**src/rtl/pc_fetch_ctrl.sv**
```systemverilog
// pc_fetch_ctrl: owns the fetch PC, steering it from the BTB, EX-stage redirects, stalls and halt,
// and keeps saturating branch/mispredict counters.
module pc_fetch_ctrl #(
  parameter logic [15:0] RESET_PC = 16'h0000,
  parameter int          CNT_W    = 16
) (
  input  logic             clk,
  input  logic             rst,
  input  logic             btb_hit,
  input  logic [15:0]      btb_target,
  input  logic             stall_IF,
  input  logic             hlt_ID,
  input  logic             br_instr_ID_EX,
  input  logic             flow_change_ID_EX,
  input  logic             btb_hit_ID_EX,
  input  logic [15:0]      pred_tgt_ID_EX,
  input  logic [15:0]      dst_ID_EX,
  input  logic [15:0]      pc_ID_EX,
  output logic [15:0]      PC,
  output logic [15:0]      pc_inc_IF,
  output logic             pred_taken_IF,
  output logic             flush,
  output logic             halted,
  output logic [CNT_W-1:0] br_cnt,
  output logic [CNT_W-1:0] mispred_cnt
);
  typedef enum logic [1:0] {RESET_FETCH, RUN, HALT} state_t;
  state_t           r_state, w_next_state;
  logic [15:0]      r_pc, w_next_pc, w_redirect;
  logic             w_mispredict;
  logic [CNT_W-1:0] r_br_cnt, r_mispred_cnt;
  always_comb begin
    w_mispredict = br_instr_ID_EX & ((btb_hit_ID_EX ^ flow_change_ID_EX) |
                   (btb_hit_ID_EX & flow_change_ID_EX & (pred_tgt_ID_EX != dst_ID_EX)));
    w_redirect   = (btb_hit_ID_EX & ~flow_change_ID_EX) ? pc_ID_EX : dst_ID_EX;
  end
  always_ff @(posedge clk or posedge rst)
    if (rst) r_state <= RESET_FETCH;
    else     r_state <= w_next_state;
  // HALT only leaves on a redirect from an older branch; RESET_FETCH always moves on to RUN
  always_comb begin
    w_next_state = (r_state == HALT) ? (w_mispredict ? RUN : HALT) :
                   (r_state == RUN && hlt_ID && !w_mispredict && !stall_IF) ? HALT : RUN;
  end
  always_comb begin
    pc_inc_IF     = r_pc + 16'd1;
    pred_taken_IF = (r_state == RUN) & btb_hit;
    flush         = w_mispredict & ~rst;
    halted        = (r_state == HALT);
    w_next_pc     = w_mispredict ? w_redirect :
                    (halted | hlt_ID | stall_IF) ? r_pc :
                    pred_taken_IF ? btb_target : pc_inc_IF;
  end
  always_ff @(posedge clk or posedge rst)
    if (rst) begin
      r_pc          <= RESET_PC;
      r_br_cnt      <= '0;
      r_mispred_cnt <= '0;
    end else begin
      r_pc <= w_next_pc;
      if (br_instr_ID_EX && !(&r_br_cnt)) r_br_cnt <= r_br_cnt + CNT_W'(1);
      if (w_mispredict && !(&r_mispred_cnt)) r_mispred_cnt <= r_mispred_cnt + CNT_W'(1);
    end
  assign PC          = r_pc;
  assign br_cnt      = r_br_cnt;
  assign mispred_cnt = r_mispred_cnt;
endmodule

```
**config.mk**
```make
export PLATFORM = sky130hd
export DESIGN_NAME = pc_fetch_ctrl
export DESIGN_NICKNAME = d
export VERILOG_FILES = /design/src/rtl/pc_fetch_ctrl.sv
export SDC_FILE = /design/constraint.sdc
export NUM_CORES = 1
export LEC_CHECK = 0
export CELL_PAD_IN_SITES_DETAIL_PLACEMENT = 1
export CELL_PAD_IN_SITES_GLOBAL_PLACEMENT = 2
export CORE_MARGIN = 1.5
export CORE_UTILIZATION = 24
export CTS_CLUSTER_DIAMETER = 100
export CTS_CLUSTER_SIZE = 14
export DETAILED_ROUTE_END_ITERATION = 12
export GPL_TIMING_DRIVEN = 0
export PLACE_DENSITY_LB_ADDON = 0.1
export SLEW_MARGIN = 0
export SYNTH_ARGS = -nofsm -noshare
export SYNTH_HDL_FRONTEND = slang
export SYNTH_SLANG_ARGS = --single-unit
export TNS_END_PERCENT = 100
```
**constraint.sdc**
```tcl
create_clock -name clk -period 2.27 [get_ports clk]
set_input_delay 0.227 -clock clk [delete_from_list [all_inputs] [get_ports clk]]
set_output_delay 0.227 -clock clk [all_outputs]
set_load 0.01 [all_outputs]
```
# ---- Yosys cells after proc, flatten, opt, wreduce, memory -nomap -nowiden
# Index checks and enable logic that the tools add are counted.
dict set report word_totals {
  out_inout_bits 67
  elab_cells 41
  reg_bits 50
}
dict set report classes {
  bitwise_logic 12
  n_eq_ne 4
  muxes 7
  reduce_logical 11
  add_sub_neg 3
}
# op count
set op_table {}
lappend op_table {{$mux 16} 4}
lappend op_table {{$add 16x1->16 const B} 3}
lappend op_table {{$reduce_and 16->1} 2}
lappend op_table {{$ne 16x16->1} 1}
lappend op_table {{$and 1x1->1} 6}
lappend op_table {{$mux 2} 3}
lappend op_table {{$logic_and 1x1->1} 5}
lappend op_table {{$logic_not 1->1} 4}
lappend op_table {{$or 1x1->1} 3}
lappend op_table {{$eq 2x1->1 const B} 1}
lappend op_table {{$eq 2x2->1 const B} 1}
lappend op_table {{$ne 2x2->1 const B} 1}
lappend op_table {{$not 1->1} 2}
lappend op_table {{$xor 1x1->1} 1}

# ---- Depth between registers and ports, before layout
dict set report depth {
  word_depth 9
  mapped_depth 8
}

# ---- Worst setup path before layout
# No wires, ideal clock.
dict set report synth_path {
  path_type {register to register}
  start {register r_mispred_cnt[0] (netlist: mispred_cnt[0])}
  end {register r_mispred_cnt[10] (netlist: mispred_cnt[10])}
  t_arrival_ns 1.780
  path_stages_with_launch 9
  setup_ns 0.079
  required_ns 2.191
  path_buffers 1
  path_slack_ns 0.410
  path_cell_list {dfrtp_1 > ha_1 > and3_1 > nand3_1 > nor4_2 > buf_4 > or2_2 > nor3_1 > xor2_1}
}
dict set report synth_via {
  elab_chain_len 3
  elab_cells_between_ends 4
}
# element line
set synth_lines {}
lappend synth_lines {{start: declaration} 31} ;# logic [CNT_W-1:0] r_br_cnt, r_mispred_cnt;
lappend synth_lines {{start signal: assignment} 62} ;# if (w_mispredict && !(&r_mispred_cnt)) r_mispred_cnt <= r_mispred_cnt + CNT_W'(1);
lappend synth_lines {{parallel branches: the longest is 3 deep, another holds $add 16x1->16} --}
# Parallel ways; which one is timed is not known.
# A chain may end at the register's enable or synchronous reset.

# ---- Worst setup path after layout
dict set report layout_path {
  start {input port dst_ID_EX[11]}
  end {output port flush}
}
dict set report layout_via {
  elab_chain_len 5
}
# element line
set layout_lines {}
lappend layout_lines {{start: declaration} 17} ;# input logic [15:0] dst_ID_EX,
lappend layout_lines {{$ne 16x16->1} 34} ;# (btb_hit_ID_EX & flow_change_ID_EX & (pred_tgt_ID_EX != dst_ID_EX)));
lappend layout_lines {{$and 1x1->1} 34}
lappend layout_lines {{$or 1x1->1} 33} ;# w_mispredict = br_instr_ID_EX & ((btb_hit_ID_EX ^ flow_change_ID_EX) |
lappend layout_lines {{$and 1x1->1} 33}
lappend layout_lines {{$and 1x1->1} 48} ;# flush = w_mispredict & ~rst;
lappend layout_lines {{end: declaration} 22} ;# output logic flush,
# Every way passes these cells.

==> flow_metrics.py <==
metrics = {
    "setup_path": {
        "start_kind": "primary input",
        "path_cells": "clkdlybuf4s50_1 -> xnor2_1 -> nand4_1 -> o41ai_2 -> a21bo_2 -> buf_6 -> buf_8 -> nor2_1 -> clkbuf_2",
        "r2r_cells": 8,
        "reg2reg_slack_ps": 240,
        "critPathCaptureType": "output pin",
        "slowest_delay_ps": 490,
        "worst-path-buf-inv": 4,
        "critical_path.top_delay_family": "buffers and inverters",
        "worstReg2RegStart": "mispred_cnt[0]$_DFFE_PP0P_",
        "arrival_ps": 1970,
        "rr_endpoint": "mispred_cnt[10]$_DFFE_PP0P_",
        "cp_max_fo": 2,
        "critical_path_class": "in2out",
        "required_ps": 2040,
        "cp_slowest_cell": "clkdlybuf4s50_1",
    },
    "global_routing": {
        "use_met2_pct": 30.6,
        "grt.overflow.total": 0,
        "first_global_vias": 3427,
        "grtUsageTotal_pct": 17.0,
        "top_usage_layer": "met2",
        "grt.met1_usage_pct": 20.1,
        "grt_pass1_wl_um": 18600,
        "antenna_found_initial": 0,
        "grt_max_degree": 33,
        "globalRouteMet3Util_pct": 3.47,
    },
    "sta": {
        "whs_ps": 302,
        "hold_viol": 0,
        "worst_pin_slew_ps": 638,
        "setup_viol": 0,
        "fmax_mhz": 455,
        "relSlewSlack_pct": 57.2,
        "finalCritPeriodShare_pct": 96.8,
        "clock_skew_ps": 6.35,
        "slew_viol_final": 0,
        "finalCriticalPeriod_ps": 2200,
    },
    "flow_run": {
        "drv_cap": 0,
    },
    "clocking": {
        "htree_levels": 2,
        "tritoncts": "done",
        "clockBufferDepth": 2,
        "path_clk_slew_ps": 70,
        "clk_latency_ps": 290,
        "cts_num_sinks": 50,
        "root_buffer": "clkbuf_16",
        "cts_buffers": 5,
    },
    "final_layout": {
        "fillerInstances": 1480,
        "stdcell_area_mm2": 0.00523,
        "area_delta_synth_final_pct": 64.1,
        "final_net_count": 583,
        "multi_input_area_mm2": 0.00191,
        "diodes": 0,
        "drive_gt1_share_pct": 14.2,
        "seq_area_mm2": 0.00126,
    },
    "synth": {
        "mappedNetlistArea_mm2": 0.00319,
        "synthTopCellsByCount": "50 x dfrtp_1, 36 x xnor2_1, 33 x nand2_1, 22 x xor2_1, 20 x nor2_1",
        "yosysTopAreaCellShare_pct": 39.3,
        "synth_seq_cells": 50,
        "synth.distinct_cells": 43,
        "ys_seq_area_share_pct": 39.3,
        "synth.most_common_cell": "dfrtp_1",
        "syn_nets": 415,
        "synth_edf_count": 0,
        "synth_top_area_cell": "dfrtp_1",
        "ys_warn_count": 0,
        "ys.flop_type": "dfrtp_1",
        "postSynthCellCount": 338,
        "synth_top_cells_by_area": "dfrtp_1 39%, xnor2_1 9.9%, xor2_1 6.0%",
        "synth.avg_cell_area_um2": 9.43,
        "async_flop_share_pct": 100,
    },
    "placed_design": {
        "io_buffers": 138,
        "dpl-instance-area_mm2": 0.00480,
        "finalWeightedCongestion": 0.751,
        "dp_hpwl_um": 8910,
    },
    "routing": {
        "wl_per_cell_um": 17.0,
        "drtAntennaViolNets": 0,
        "drc_errors": 0,
        "finalWirelength_um": 11500,
        "vias": 3110,
        "drtIter0Drc": 81,
        "via_per_inst": 4.58,
        "dr.pass1.iters": 4,
    },
    "pwr": {
        "leakage_nw": 2.17,
        "power.density_mw_per_mm2": 724,
        "worst_ir_drop_vdd_mv": 0.589,
    },
    "floorplanning": {
        "fp.dieW_um": 118,
        "core-area_mm2": 0.0128,
        "start_util_pct": 24.9,
        "fp-row-count": 41,
        "die-area_mm2": 0.0140,
        "fp.dieH_um": 118,
        "io_pins": 139,
    },
    "status": {
        "status": "finished clean",
    },
    "worst_hold_path": {
        "hold_path_class": "in2async",
    },
}
-- routing by layer --
metal / part of all wire [%] / vias to the layer above
li1: - / 1538
met1: 42 / 1491
met2: 52 / 70
met3: 4.5 / 11
met4: 1.5 / 0
met5: 0 / -
-- registers in the layout (all words and copies together) (netlist names) --
name / count
PC: 16
br_cnt: 16
mispred_cnt: 16
r_state: 2
-- metrics by stage --
stage	setup TNS [ps]	worst slack, ps	power [mW]	std cells	util (%)
6_report	0	72.9	3.78	679	40.9
3_5_place_dp	-9460	-811	2.86	649	37.6
2_1_floorplan	0	410	1.98	338	-
5_1_grt	-12.7	-12.7	4.02	679	40.9
3_3_place_gp	-27120	-785	2.83	648	37.4
4_1_cts	-41.4	-41.4	3.80	672	40.4
-- where the power goes --
part / total, mW / internal, mW / switching, mW
combinational: 1.55 / 0.897 / 0.651
clock: 0.863 / 0.521 / 0.342
sequential: 1.37 / 1.08 / 0.288
total: 3.78 / 2.50 / 1.28
-- what timing repair did --
item / in CTS / in global routing
pin swaps: 8 / 6
resized for setup: 41 / 11
buffers inserted: 16 / 7
hold buffers: 0 / 0
setup endpoints to repair: 15 / 8
-- area by class of cell --
class | count | share of cell area, %
clock inverter | 2 | 0.718
clock buffer | 6 | 2.46
buffer | 14 | 1.70
sequential | 50 | 24.0
tap | 172 | 4.12
timing repair buffer | 162 | 29.8
multi-input combinational | 264 | 36.5
inverter | 9 | 0.646
-- logic make-up after synthesis --
family	after synthesis	synth area share, %
compound gates	54	11.7
xor+xnor	58	15.9
fa+ha+maj	5	1.96
buf+inv	24	3.42
flops	50	39.3
mux	21	6.91
simple gates	126	20.8
-- layout by cell type, fill, tap and decap left out, types with 13 or more instances in the layout --
cell / n
dfrtp_1: 45
nor2_1: 20
mux2i_1: 13
xnor2_1: 33
a21oi_1: 13
buf_4: 26
nand3_1: 16
nand2_1: 32
clkdlybuf4s50_1: 118
xor2_1: 22
dlygate4sd2_1: 15
-- worst max-delay path by stage --
stage	start	depth (start not counted)	slack [ps]	to
6_report	dst_ID_EX[11]	9	70	flush
5_1_grt	dst_ID_EX[11]	9	-10	flush
4_1_cts	dst_ID_EX[6]	9	-40	flush
3_5_place_dp	dst_ID_EX[15]	9	-810	flush
3_3_place_gp	dst_ID_EX[15]	9	-790	flush
2_1_floorplan	mispred_cnt[0]$_DFFE_PP0P_	8	410	mispred_cnt[10]$_DFFE_PP0P_
Power figures use the tool's default switching activity.
